### src/rtl/nonrestoring_divider_seq.sv
// rtl/nonrestoring_divider_seq.sv - multi-cycle non-restoring integer divider (optional signed build: DIV_SIGNED_EN)
module nonrestoring_divider_seq #(
    parameter int WIDTH           = 32,
    parameter int STEPS_PER_CYCLE = 1
) (
    input  logic             clock,
    input  logic             reset,
    input  logic             ctrl_DIV,
    input  logic [WIDTH-1:0] data_operandA,
    input  logic [WIDTH-1:0] data_operandB,
    output logic [WIDTH-1:0] data_result,
    output logic [WIDTH-1:0] data_remainder,
    output logic             data_resultRDY,
    output logic             data_exception,
    output logic             busy
);

    localparam int N  = WIDTH / STEPS_PER_CYCLE;
    localparam int CW = $clog2(N + 1);

    typedef enum logic [2:0] {
        S_IDLE,
        S_LOAD,
        S_DIVIDE,
        S_FIX,
        S_ZERO,
        S_DONE
    } state_t;

    state_t           state_q;
    logic [WIDTH:0]   a_q;
    logic [WIDTH-1:0] q_q;
    logic [WIDTH-1:0] d_q;
    logic [CW-1:0]    cnt_q;
    logic [WIDTH-1:0] result_q;
    logic [WIDTH-1:0] rem_q;
    logic             rdy_q;
    logic             exc_q;

    logic [WIDTH-1:0] mag_a;
    logic [WIDTH-1:0] mag_b;
    logic [WIDTH:0]   a_step;
    logic [WIDTH-1:0] q_step;
    logic [WIDTH-1:0] a_fix;
    logic [WIDTH-1:0] quot_fix;
    logic [WIDTH-1:0] rem_fix;

`ifdef DIV_SIGNED_EN
    logic sign_a_q;
    logic sign_b_q;

    // MIN negates to itself, which is exactly its magnitude read as unsigned
    assign mag_a = data_operandA[WIDTH-1] ? -data_operandA : data_operandA;
    assign mag_b = data_operandB[WIDTH-1] ? -data_operandB : data_operandB;
`else
    assign mag_a = data_operandA;
    assign mag_b = data_operandB;
`endif

    // STEPS_PER_CYCLE chained shift/add-or-subtract steps; arithmetic wraps in WIDTH+1 bits
    // because every post-step accumulator lies in [-D, D)
    always_comb begin
        a_step = a_q;
        q_step = q_q;
        for (int i = 0; i < STEPS_PER_CYCLE; i++) begin
            if (a_step[WIDTH] == 1'b0) begin
                a_step = {a_step[WIDTH-1:0], q_step[WIDTH-1]} - {1'b0, d_q};
            end else begin
                a_step = {a_step[WIDTH-1:0], q_step[WIDTH-1]} + {1'b0, d_q};
            end
            q_step = {q_step[WIDTH-2:0], ~a_step[WIDTH]};
        end
    end

    // Final remainder correction followed by the sign fix-up of both results
    always_comb begin
        a_fix = a_q[WIDTH] ? (a_q[WIDTH-1:0] + d_q) : a_q[WIDTH-1:0];
`ifdef DIV_SIGNED_EN
        quot_fix = (sign_a_q ^ sign_b_q) ? -q_q : q_q;
        rem_fix  = sign_a_q ? -a_fix : a_fix;
`else
        quot_fix = q_q;
        rem_fix  = a_fix;
`endif
    end

    // Control FSM and datapath registers; a start pulse aborts anything in flight
    always_ff @(posedge clock) begin
        if (reset) begin
            state_q  <= S_IDLE;
            a_q      <= '0;
            q_q      <= '0;
            d_q      <= '0;
            cnt_q    <= '0;
            result_q <= '0;
            rem_q    <= '0;
            rdy_q    <= 1'b0;
            exc_q    <= 1'b0;
`ifdef DIV_SIGNED_EN
            sign_a_q <= 1'b0;
            sign_b_q <= 1'b0;
`endif
        end else begin
            rdy_q <= 1'b0;
            if (ctrl_DIV) begin
                a_q   <= '0;
                q_q   <= mag_a;
                d_q   <= mag_b;
                cnt_q <= '0;
                exc_q <= 1'b0;
`ifdef DIV_SIGNED_EN
                sign_a_q <= data_operandA[WIDTH-1];
                sign_b_q <= data_operandB[WIDTH-1];
`endif
                state_q <= (data_operandB == '0) ? S_ZERO : S_LOAD;
            end else begin
                case (state_q)
                    S_IDLE, S_DONE: begin
                    end
                    S_LOAD: begin
                        state_q <= S_DIVIDE;
                    end
                    S_DIVIDE: begin
                        a_q   <= a_step;
                        q_q   <= q_step;
                        cnt_q <= cnt_q + 1'b1;
                        if (cnt_q == CW'(N - 1)) begin
                            state_q <= S_FIX;
                        end
                    end
                    S_FIX: begin
                        result_q <= quot_fix;
                        rem_q    <= rem_fix;
                        rdy_q    <= 1'b1;
                        state_q  <= S_DONE;
                    end
                    S_ZERO: begin
                        result_q <= '0;
                        rem_q    <= '0;
                        exc_q    <= 1'b1;
                        rdy_q    <= 1'b1;
                        state_q  <= S_DONE;
                    end
                    default: begin
                        state_q <= S_IDLE;
                    end
                endcase
            end
        end
    end

    assign data_result    = result_q;
    assign data_remainder = rem_q;
    assign data_resultRDY = rdy_q;
    assign data_exception = exc_q;
    assign busy           = (state_q == S_LOAD) || (state_q == S_DIVIDE) || (state_q == S_FIX);

endmodule

### config.mk
export PLATFORM = sky130hd
export DESIGN_NAME = nonrestoring_divider_seq
export DESIGN_NICKNAME = d
export VERILOG_FILES = /design/src/rtl/nonrestoring_divider_seq.sv
export SDC_FILE = /design/constraint.sdc
export NUM_CORES = 1
export LEC_CHECK = 0
export BUFFER_PORTS_ARGS = -buffer_cell sky130_fd_sc_hd__buf_2
export CORE_MARGIN = 2
export CORE_UTILIZATION = 53
export DETAILED_ROUTE_END_ITERATION = 12
export PLACE_DENSITY = 0.76
export SYNTH_ARGS = -nofsm -noshare
export SYNTH_HDL_FRONTEND = slang
export SYNTH_SLANG_ARGS = --single-unit
### constraint.sdc
create_clock -name clock -period 3.46 [get_ports clock]
set_clock_uncertainty 0.2 [all_clocks]
set_input_delay 0.519 -clock clock [delete_from_list [all_inputs] [get_ports clock]]
set_output_delay 0.519 -clock clock [all_outputs]
set_load 0.005 [all_outputs]
# --- Word-level counts from Yosys, hierarchy flattened ---
# Cells that the tools add are included.
op_classes:
  n_eq_ne: 8
  mux: 11
  add_sub_neg: 4
  reduce_logical: 11
  bitwise: 2
op_table:
  columns: ["operator", "n"]
  rows:
  - ["one-hot mux 32 bit (2 select lines)", 2]
  - ["2-to-1 mux 32 bit", 3]
  - ["adder 33 x 32 -> 33 bit", 1]
  - ["2-to-1 mux 33 bit", 1]
  - ["subtractor 33 x 32 -> 33 bit", 1]
  - ["adder 32 bit", 1]
  - ["zero test 32 bit", 1]
  - ["one-hot mux 3 bit (4 select lines)", 1]
  - ["2-to-1 mux 3 bit", 3]
  - ["adder 6 x 1 -> 6 bit (second input constant)", 1]
  - ["equality test 3 x 2 -> 1 bit (second input constant)", 2]
  - ["equality test 3 bit (second input constant)", 2]
  - ["equality test 6 x 5 -> 1 bit (second input constant)", 1]
  - ["OR reduction 2 bit", 3]
  - ["AND reduction 2 bit", 2]
  - ["nonzero test 2 bit", 2]
  - ["equality test 3 x 1 -> 1 bit (second input constant)", 1]
  - ["zero test 3 bit", 1]
  - ["!= test 3 bit (second input constant)", 1]
  - ["logical OR 1 bit", 2]
  - ["!= test 2 bit (second input constant)", 1]
  - ["NOT 1 bit", 2]
  - ["2-to-1 mux 1 bit", 1]
word_totals:
  reg_bits: 172
  out_inout_bits: 67

# --- Longest topological paths before layout ---
# Gate-level depths: netlist (run 1).
logic_depth:
  ltp_word: 5
  ltp_mapped: 17
  depth_no_buf: 16

# --- Worst setup path after synthesis (run 1) ---
# OpenSTA, ideal clock, no wires.
synth_path:
  path_type: "register -> register"
  startpoint: "register d_q[9]"
  endpoint: "register q_q[0]"
  required_time_ps: 3172
  arrival_time_ps: 3518
  setup_slack_ps: -346
  path_stages_with_launch: 17
  n_path_buf: 1
  setup_time_ps: 88
  path_cell_list: "dfxtp_1 or4_4 nor3_4 and4bb_4 and3_2 and2_1 a21oi_1 xor2_1 ha_1 clkbuf_1 a21oi_1 o21ai_0 nor3_1 o21ai_0 a21oi_1 a211o_2 a311oi_2"
synth_via:
  elab_chain_cells: 5
synth_lines:
  columns: ["element", "line_no", "rtl"]
  rows:
  - ["from (decl)", "33", "logic [WIDTH-1:0] d_q;"]
  - ["from (signal assigned)", "108", "d_q <= mag_b;"]
  - ["subtractor 33 x 32 -> 33 bit or adder 33 x 32 -> 33 bit (tied branches)", "67, 69", null]
  - ["2-to-1 mux 33 bit (*)", "66", "if (a_step[WIDTH] == 1'b0) begin"]
  - ["NOT 1 bit (*)", "71", "q_step = {q_step[WIDTH-2:0], ~a_step[WIDTH]};"]
  - ["2-to-1 mux 32 bit (*)", "117", "case (state_q)"]
  - ["2-to-1 mux 32 bit (*)", "105", "if (ctrl_DIV) begin"]
  - ["to (signal assigned)", "107", "q_q <= mag_a;"]
  - ["to (signal assigned)", "125", "q_q <= q_step;"]
  - ["to (decl)", "32", "logic [WIDTH-1:0] q_q;"]
# Every way passes the cells marked *; elsewhere a longest branch is shown, timed or not. The select of a mux whose other input is x is not followed.
# A chain may end at the register's enable or synchronous reset.

# --- Worst setup path in the final report (run 1) ---
layout_path:
  startpoint: "register d_q[12]"
  endpoint: "register q_q[0]"
# The elaborated chain is that of the path after synthesis.

==> reports/qor.txt, run 1 <==
Die H = 145.4 um
Hold bufs inserted after CTS = 0
Hold crit path type = in2reg
Hpwl dp = 24420 um
R2r endpoint = q_q[0]
Mux contribution to synthesized area = 3.976%
Port bufs = 133
H-Tree Depth = 4
Reg2Reg Setup Slack = -0.31 ns
# diodes = 0
Detail Route Antenna Nets = 0
Largest area contributor in the netlist = dfxtp_1
Reg2Reg Launch Point = d_q[12]
Tot GR Track Use = 30.54%
Core area = 19530 um2
Net Count, Synth = 1493
DRC violations left = 0
Number of max-cap violations = 0
Number of synthesized flops with an enable pin = 0
Hold endpoint = q_q[8]
Largest net degree at the start of global routing = 57
Die area = 21150 um2
# rows = 51
Netlist Area Pre-Place = 10600 um2
Drt first pass iters = 7
Hold Path Cell Cnt = 3
Hold Startpoint = data_operandA[8]
Final setup fails = 12
Delay-heaviest family, CP = simple AND/OR/NAND/NOR gates
Worst endpoint required time = 3.61 ns
First-pass GRT wire length = 53220 um
CP Max Fanout = 4
Worst r2r path cells = 16
Final hold vios = 0
Seq/Total Area, Yosys = 32.47%
CP Capture Type = flip-flop
Clock period minus worst slack = 3.775 ns
Clock sink total = 172
Avg Vias per Cell = 6.004
Crit path buf inv count = 3
Synth Area in XOR/XNOR = 7.009%
Total CTS buffers = 17
Lkg Pwr = 5.695 nW
Clk root buf = clkbuf_16
Routed wire per std cell = 18.36 um
Period utilization = 109.1%
Largest cells by area after synthesis = dfxtp_1 (32%), a21oi_1 (8.4%), ha_1 (7.7%)
Yosys reg bits = 172
Worst skew pair latency = 0.44 ns
Fin. max-slew vios = 0
Die X = 145.4 um
Synthesized instance count = 1359
RSZ-0062 raised after global routing = true
Setup WS post-layout = -0.3146 ns
Max Freq = 0.2649 GHz
# nets final = 1702
Antenna violations before repair = 0
YS warnings = 0
GRT overflow = 0
Synth Area in Simple Gates = 20.01%
Slew headroom = 51.69%
Vias = 11084
Area delta synth->final = 24.96%
Number of I/O pins = 134
Syn_area_per_cell = 7.803 um2
Worst setup SP type = flip-flop
Critical path class = reg2reg
Yosys top cell area share = 32.47%
Share of layout cells above drive strength 1 = 24.16%
Finished Cell Area = 13250 um2
CTS tree = yes
Initial DRC count = 961
Post-synth top flop = dfxtp_1
Asr flop ratio synth = 0%
Initial core utilization = 54.31%
CP Data Arrival Time = 3.93 ns
Worst-Margin Slew = 0.7180 ns
Synth Area in Compound Gates = 23.81%
Clk slew on worst S/H paths = 0.07 ns
Failing checks = setup timing
Worst hold slack = 0.1091 ns
Crit-path cells = or4_4, nor3_4, buf_4, buf_6, a21oi_1, xnor2_1, ha_1, a21oi_1, o21ai_0, buf_4, a221oi_4, nor2b_1, nand3_1, o2111ai_2, nand4_1, a311oi_2
Pwr dens = 389.3 nW/um2
Vias in the first global route = 10369
CTS max path bufs = 2
Slowest cell on crit path = or4_4
Post-Route WL = 33890 um
Gpl congestion = 0.9522
Placed Area = 12290 um2
Peak VDD IR = 0.0003311 V
Max incr delay on CP = 0.55 ns
Largest family of logic cells by synthesized area = compound AO/OA/AOI/OAI gates
Run status = finished, violations left
Post-Synth Adder-Cell Area = 8.047%
Library cells used by synthesis = 73
area by class of cell:
cell class	instances	area, um2
tap	265	331.6
multi-input combinational	1071	6990
fill	1631	6276
timing repair buffer	271	1747
clock inverter	13	150.1
inverter	35	131.4
sequential	172	3447
clock buffer	19	452.9
Yosys cell counts, drive strengths merged, types with 14 or more instances:
cell      n
nor2    190
a21oi   179
dfxtp   172
nand2   153
clkbuf   75
ha       65
o21ai    52
xnor2    48
mux2i    41
a22oi    39
xor2     36
inv      35
nand3    33
nor3     25
nand4    17
a21o     16
nor4     14
repair_timing:
action                                  in CTS  in global routing
buffers inserted                             3                 10
endpoints found under the setup margin      13                 21
resized for setup                           18                 40
pin swaps                                   17                 15
cloned                                       0                  0
worst register-to-register path, stage by stage (launching register included):
cell and delay, ns:
dfxtp_2 0.32, or4_4 0.55, nor3_4 0.18, buf_4 0.15
buf_6 0.09, a21oi_1 0.07, xnor2_1 0.15, ha_1 0.33
a21oi_1 0.23, o21ai_0 0.13, buf_4 0.16, a221oi_4 0.29
nor2b_1 0.18, nand3_1 0.13, o2111ai_2 0.10, nand4_1 0.17
a311oi_2 0.25
registers in the layout, summed over array words and instances (netlist names):
register	flops
data_resultRDY	1
a_q	33
state_q	3
data_remainder	32
q_q	32
data_exception	1
d_q	32
data_result	32
cnt_q	6
logic make-up (layout without fill, tap and decap cells):
group                    Yosys count  in the layout
multiplexers                      42             42
flip-flops                       172            172
XOR/XNOR                          84             84
buffers and inverters            116            338
AO/OA/AOI/OAI                    398            398
AND/OR/NAND/NOR                  480            480
adder cells (fa/ha/maj)           67             67
worst max-delay path by stage:
stage | start | end | slack [ns] | cells past startpoint
floorplan | d_q[12] | a_q[24] | -0.11 | 15
global placement | d_q[12] | a_q[24] | -0.19 | 15
detailed placement | d_q[12] | q_q[0] | -0.25 | 14
CTS | d_q[12] | a_q[30] | -0.19 | 15
global route | d_q[12] | a_q[30] | -0.51 | 17
finish | d_q[12] | q_q[0] | -0.31 | 16
where the power goes:
part           total (mW)  leakage (nW)  switching (mW)  internal, mW
registers            2.09          1.40          0.0599          2.03
logic                1.09          4.01           0.611         0.481
clock network        1.97         0.289           0.913          1.06
per-layer routing:
| metal | track usage [%] | share of wire, % |
|---|---|---|
| met1 | 40.83 | 43 |
| met3 | 5.862 | 7.5 |
| met5 | 0 | 0 |
| met4 | 10.93 | 3.2 |
| met2 | 49.38 | 46 |
cells in the final DEF, fill, tap and decap left out, types with 17 or more instances in the layout:
| cell | count |
|---|---|
| nor3_1 | 22 |
| mux2i_1 | 41 |
| o21ai_0 | 37 |
| nand4_1 | 17 |
| buf_4 | 134 |
| a21oi_1 | 164 |
| nand3_1 | 30 |
| xnor2_1 | 47 |
| a22oi_1 | 39 |
| xor2_1 | 34 |
| nor2_1 | 187 |
| buf_2 | 131 |
| nand2_1 | 151 |
| inv_1 | 35 |
| clkbuf_16 | 17 |
| dfxtp_1 | 169 |
| ha_1 | 64 |
stage by stage:
| stage | worst slack, ns | power [mW] | TNS, ns | utilization, % | instances |
|---|---|---|---|---|---|
| after CTS | -0.1949 | 5.093 | -1.226 | 66.52 | 1836 |
| final | -0.3146 | 5.159 | -2.240 | 67.86 | 1846 |
| after global placement | -0.1902 | 3.102 | -1.628 | 62.94 | 1801 |
| after detailed placement | -0.2513 | 3.117 | -2.076 | 62.94 | 1801 |
| after floorplan | -0.1136 | 2.759 | -0.5157 | - | 1359 |
| after global routing | -0.5120 | 5.347 | -4.737 | 67.86 | 1846 |
No activity file was read; power rests on OpenSTA's default activity.
==> inputs of run 2 (changes only) <==
Settings changed: RECOVER_POWER from default to 25.
==> run 2 against run 1 <==
The flow finishes with violations (capacitance limit, slew limit, setup timing). Non-clock buffer count unchanged. Clock power about the same. Sequential power about the same. Final area down 0.22%. Combinational power about the same. Critical path type unchanged.
==> reports/qor.txt, run 2 (synthesis results as in run 1) <==
Sw Share = 30.67%
Max Freq = 0.2660 GHz
Commonest non-fill, non-tap cell in the layout = nor2_1
Tot GR Track Use = 30.54%
Die X = 145.4 um
Clk slew on worst S/H paths = 0.07 ns
Hold crit path type = in2reg
Critical path class = reg2reg
Clock sink total = 172
Dpl cells = 1801
RSZ-0062 raised after global routing = true
Initial DRC count = 947
Number of I/O pins = 134
DRC violations left = 0
Hold bufs inserted after CTS = 0
Lkg Pwr = 5.611 nW
Max reg flops = 33
Failing checks = capacitance limit, slew limit, setup timing
Non-filler cells, final = 1846
Fin. max-slew vios = 17
First-pass GRT wire length = 53220 um
Clock period minus worst slack = 3.759 ns
Number of max-cap violations = 1
Clock Power Share = 38.2%
Total CTS buffers = 17
Largest net degree at the start of global routing = 57
Worst setup SP type = flip-flop
Worst hold slack = 0.1070 ns
Pwr dens = 390.0 nW/um2
Crit path buf inv count = 3
Psw = 1.581 mW
CP Capture Type = flip-flop
Part of the power in combinational logic = 21.2%
Period utilization = 108.6%
Fin Setup TNS = -5.504 ns
Port bufs = 133
H-Tree Depth = 4
Worst skew pair latency = 0.44 ns
Share of layout cells above drive strength 1 = 22.96%
Final setup fails = 30
Final hold vios = 0
Most frequent cells in the layout = nor2_1 (187), dfxtp_1 (169), a21oi_1 (164), nand2_1 (151), buf_4 (132)
# rows = 51
Worst endpoint required time = 3.61 ns
Routed wire per std cell = 18.33 um
Vias = 11108
Max incr delay on CP = 0.55 ns
Slew headroom = -0.2737%
Most flops, register = a_q
Die area = 21150 um2
Peak VDD IR = 0.0003305 V
Detail Route Antenna Nets = 0
Sequential Power Share = 40.6%
Run status = finished, violations left
Hpwl dp = 24420 um
CTS tree = yes
Crit-path cells = or4_4, nor3_4, buf_4, buf_6, a21oi_1, xnor2_1, ha_1, a21oi_1, o21ai_0, buf_4, a221oi_4, nor2b_1, nand3_1, o2111ai_2, nand4_1, a311oi_2
Drt first pass iters = 7
Slowest cell on crit path = or4_4
CTS max path bufs = 2
CP Max Fanout = 4
Initial core utilization = 54.31%
Gpl congestion = 0.9522
P_int = 3.575 mW
Worst-Margin Slew = 1.504 ns
Clk root buf = clkbuf_16
Avg Vias per Cell = 6.017
GRT overflow = 0
Antenna violations before repair = 0
Post-Route WL = 33840 um
Die H = 145.4 um
Area delta synth->final = 24.68%
Core area = 19530 um2
# nets final = 1702
Delay-heaviest family, CP = simple AND/OR/NAND/NOR gates
CP Data Arrival Time = 3.91 ns
Setup WS post-layout = -0.2988 ns
# diodes = 0
Vias in the first global route = 10369
## run 2: routing by layer
metal	up-vias	GRT usage, %	wire length [um]
met2	451	49.38	15610
li1	5288	-	-
met3	70	5.862	2508
met5	-	0	0
met1	5299	40.83	14630
met4	0	10.93	1092
## run 2: power by group through the flow
stage | registers (mW) | logic, mW | clock network, mW
4_1_cts | 2.09 | 1.02 | 1.99
2_1_floorplan | 2.12 | 0.638 | 0
3_5_place_dp | 2.13 | 0.984 | 0
6_report | 2.09 | 1.09 | 1.97
3_3_place_gp | 2.13 | 0.971 | 0
5_1_grt | 2.10 | 1.18 | 2.06
## run 2: final timing paths
kind,from,to,slack [ns],depth (start not counted)
worst max-delay path,d_q[12],q_q[0],-0.30,16
worst min-delay path,data_operandA[8],q_q[8],0.11,3
worst max register to register,d_q[12],q_q[0],-0.30,16
worst min register to register,data_exception,data_exception,0.28,2
## run 2: cell type report
type	count	area, um2
flip-flops and latches	172	3447
fillers	1647	6305
repair buffers	271	1718
clock inverters	13	150.1
well taps	265	331.6
inverters	35	131.4
clock buffers	19	452.9
multi-input cells	1071	6990
## run 2: worst min-delay path, stage by stage
cell	delay, ns
buf_2	0.08
a21oi_1	0.05
nor2_1	0.07
## run 2: what timing repair did
| action | CTS | global route |
|---|---|---|
| hold endpoints to repair | 0 | 0 |
| endpoints found under the setup margin | 13 | 21 |
| resized for setup | 18 | 40 |
| pin swaps | 17 | 15 |
| setup buffers | 3 | 10 |
## run 2: stage by stage
| stage | utilization (%) | total power [mW] | cell area, um2 | worst slack (ns) |
|---|---|---|---|---|
| after floorplan | - | 2.759 | 10690 | -0.1136 |
| after global placement | 62.94 | 3.102 | 12290 | -0.1902 |
| after detailed placement | 62.94 | 3.117 | 12290 | -0.2513 |
| after CTS | 66.52 | 5.093 | 12990 | -0.1949 |
| after global routing | 67.71 | 5.347 | 13220 | -0.5120 |
| final | 67.71 | 5.157 | 13220 | -0.2988 |
==> inputs of run 3 (changes only) <==
Settings changed: ABC_AREA from default to 1, CORE_ASPECT_RATIO from default to 0.7, CORE_UTILIZATION 53 to 54.
==> run 3 against run 2 <==
The run now ends clean. Combinational power rose by 4%. Utilization fell by 3.4 points. Cell count rose by 30%. First-iteration DRC count rose by 75%. Critical path type unchanged. Critical endpoint is now a_q[27]. Largest cell class unchanged. Highest routed layer unchanged.
==> reports/qor.txt, run 3 <==
Number of synthesized flops with an enable pin = 0
# diodes = 0
GRT overflow = 0
Initial DRC count = 1653
Worst setup SP type = flip-flop
Critical path class = reg2reg
Antenna violations before repair = 0
Pwr dens = 374.3 nW/um2
Final setup fails = 0
Net Count, Synth = 2122
Final hold vios = 0
CP Capture Type = flip-flop
Hpwl dp = 30970 um
Non-filler cells, final = 2401
Worst skew pair latency = 0.44 ns
Port bufs = 133
Period utilization = 97.45%
Peak VDD IR = 0.0003946 V
Total CTS buffers = 17
R2r endpoint = a_q[27]
Area delta synth->final = 16.30%
Max Freq = 0.2966 GHz
Hold Startpoint = data_operandB[6]
Netlist Area Pre-Place = 12090 um2
Most flops, register = a_q
Asr flop ratio synth = 0%
Clock period minus worst slack = 3.372 ns
Setup WS post-layout = 0.08838 ns
Hold crit path type = in2reg
Tot GR Track Use = 33.73%
Worst r2r path cells = 23
Die X = 182.8 um
Drt first pass iters = 6
Util after Layout = 64.35%
CTS max path bufs = 2
Clock sink total = 172
Yosys reg bits = 172
Most frequent cells in the layout = nand2_1 (570), inv_1 (290), a21oi_1 (201), nor2_1 (189), dfxtp_1 (169)
Gpl congestion = 1.006
Largest area contributor in the netlist = dfxtp_1
Vias in the first global route = 11725
Library cells used by synthesis = 45
Syn_area_per_cell = 6.080 um2
Clk slew on worst S/H paths = 0.07 ns
Yosys top cell area share = 28.49%
Max reg flops = 33
Detail Route Antenna Nets = 0
# rows = 45
Hold bufs inserted after CTS = 0
Count leader, synth = nand2_1
Share of layout cells above drive strength 1 = 12.69%
CP Max Fanout = 5
Worst-Margin Slew = 1.211 ns
Clk root buf = clkbuf_16
Run status = finished, final reports clean
Number of max-cap violations = 0
Die area = 23610 um2
Hold Path Cell Cnt = 3
H-Tree Depth = 4
# nets final = 2240
Avg Vias per Cell = 5.529
Die H = 129.2 um
Post-synth top flop = dfxtp_1
Fin. max-slew vios = 0
DRC violations left = 0
CP Data Arrival Time = 3.52 ns
CTS tree = yes
Commonest non-fill, non-tap cell in the layout = nand2_1
First-pass GRT wire length = 61890 um
Reg2Reg Launch Point = d_q[1]
Lkg Pwr = 6.847 nW
RSZ-0062 raised after global routing = true
Largest net degree at the start of global routing = 67
Hold endpoint = d_q[6]
Largest cells by area after synthesis = dfxtp_1 (28%), nand2_1 (18%), inv_1 (9.1%)
Post-Route WL = 40740 um
YS warnings = 0
Pre-CTS setup slack = 0.02351 ns
Worst endpoint required time = 3.61 ns
Slew headroom = 19.25%
Synth cell count leaders = nand2_1 (578), inv_1 (294), a21oi_1 (215), nor2_1 (207), dfxtp_1 (172)
Reg2Reg Setup Slack = 0.09 ns
Synthesized instance count = 1988
Dpl cells = 2361
Seq/Total Area, Yosys = 28.49%
Initial core utilization = 55.33%
Core area = 21850 um2
Number of I/O pins = 134
Routed wire per std cell = 16.97 um
Fill cells = 2047
Vias = 13276
==> run 3: cell count changes in the layout (fill, tap and decap cells not counted), moves of 11 or more <==
cell / previous run / this run
nand2_1: 151 / 570
inv_1: 35 / 290
buf_4: 132 / 34
nand3_1: 30 / 97
o21ai_0: 37 / 79
xnor2_1: 47 / 5
mux2i_1: 41 / 0
a21oi_1: 164 / 201
a22oi_1: 39 / 18
a222oi_1: 13 / 0
xor2_1: 34 / 47
a211oi_1: 12 / 1
a21o_1: 15 / 4
==> run 3: worst max-delay path, stage by stage, from the launching register on <==
cell,delay [ns]
dfxtp_1,0.33
inv_2,0.07
ha_1,0.16
inv_1,0.07
nor2_4,0.10
nand2_2,0.08
nor2_4,0.12
buf_4,0.15
nand2_1,0.06
nor2_1,0.09
inv_1,0.09
o31ai_4,0.24
xor2_1,0.25
ha_4,0.28
a21oi_2,0.15
o21ai_1,0.11
a21oi_2,0.18
nor2_1,0.07
nor2_1,0.13
nand2_1,0.07
nand2_1,0.06
nand3_1,0.07
nand2_1,0.10
inv_1,0.04
==> run 3: final cells by class <==
class	count	area [um2]	area share [%]
tap	282	352.8	2.510
clock inverter	11	133.9	0.9524
inverter	300	1126	8.011
clock buffer	21	470.5	3.347
sequential	172	3447	24.52
multi-input combinational	1446	7607	54.12
timing repair buffer	169	919.6	6.542
==> run 3: through the flow <==
stage	hold WS, ns	setup TNS, ns	total power, mW	cell area [um2]
after floorplan	0.2398	0	2.831	12090
after global placement	0.2449	0	3.129	13040
after detailed placement	0.2524	0	3.143	13040
after CTS	0.1257	0	5.126	13670
after global routing	0.1308	-0.2912	5.469	14060
final	0.1307	0	5.262	14060
==> run 3: cells by family after synthesis <==
kind of cell    synth area share [%]
simple gates                   32.01
compound gates                 16.68
buf+inv                        11.78
flops                          28.49
fa+ha+maj                      7.060
xor+xnor                       3.985
==> run 3: timing repair <==
| action | 4_1_cts | 5_1_grt |
|---|---|---|
| gates resized for setup | 3 | 98 |
| pin swaps | 1 | 16 |
| setup buffers | 1 | 7 |
| setup endpoints to repair | 10 | 17 |
==> run 3: how the worst max path moves through the flow <==
stage	startpoint	end	cells after the start
final	d_q[1]	a_q[27]	23
after global routing	d_q[11]	a_q[31]	17
after CTS	d_q[1]	a_q[32]	24
after detailed placement	d_q[1]	a_q[31]	20
after global placement	d_q[1]	a_q[19]	22
after floorplan	d_q[1]	a_q[28]	21
==> run 3: per-layer routing <==
| metal | vias to the layer above | wire (um) | global-route usage [%] | share of wire, % |
|---|---|---|---|---|
| li1 | 6535 | - | - | - |
| met1 | 5989 | 18990 | 50.26 | 47 |
| met2 | 684 | 16220 | 47.19 | 40 |
| met3 | 68 | 4647 | 9.781 | 11 |
| met4 | 0 | 876 | 8.612 | 2.2 |
| met5 | - | 0 | 0 | 0 |
==> run 3: report_power, final <==
| part | internal [mW] | switching [mW] |
|---|---|---|
| Combinational | 0.373 | 0.758 |
| Sequential | 2.04 | 0.0781 |
| Clock | 1.13 | 0.878 |
| Total | 3.55 | 1.71 |
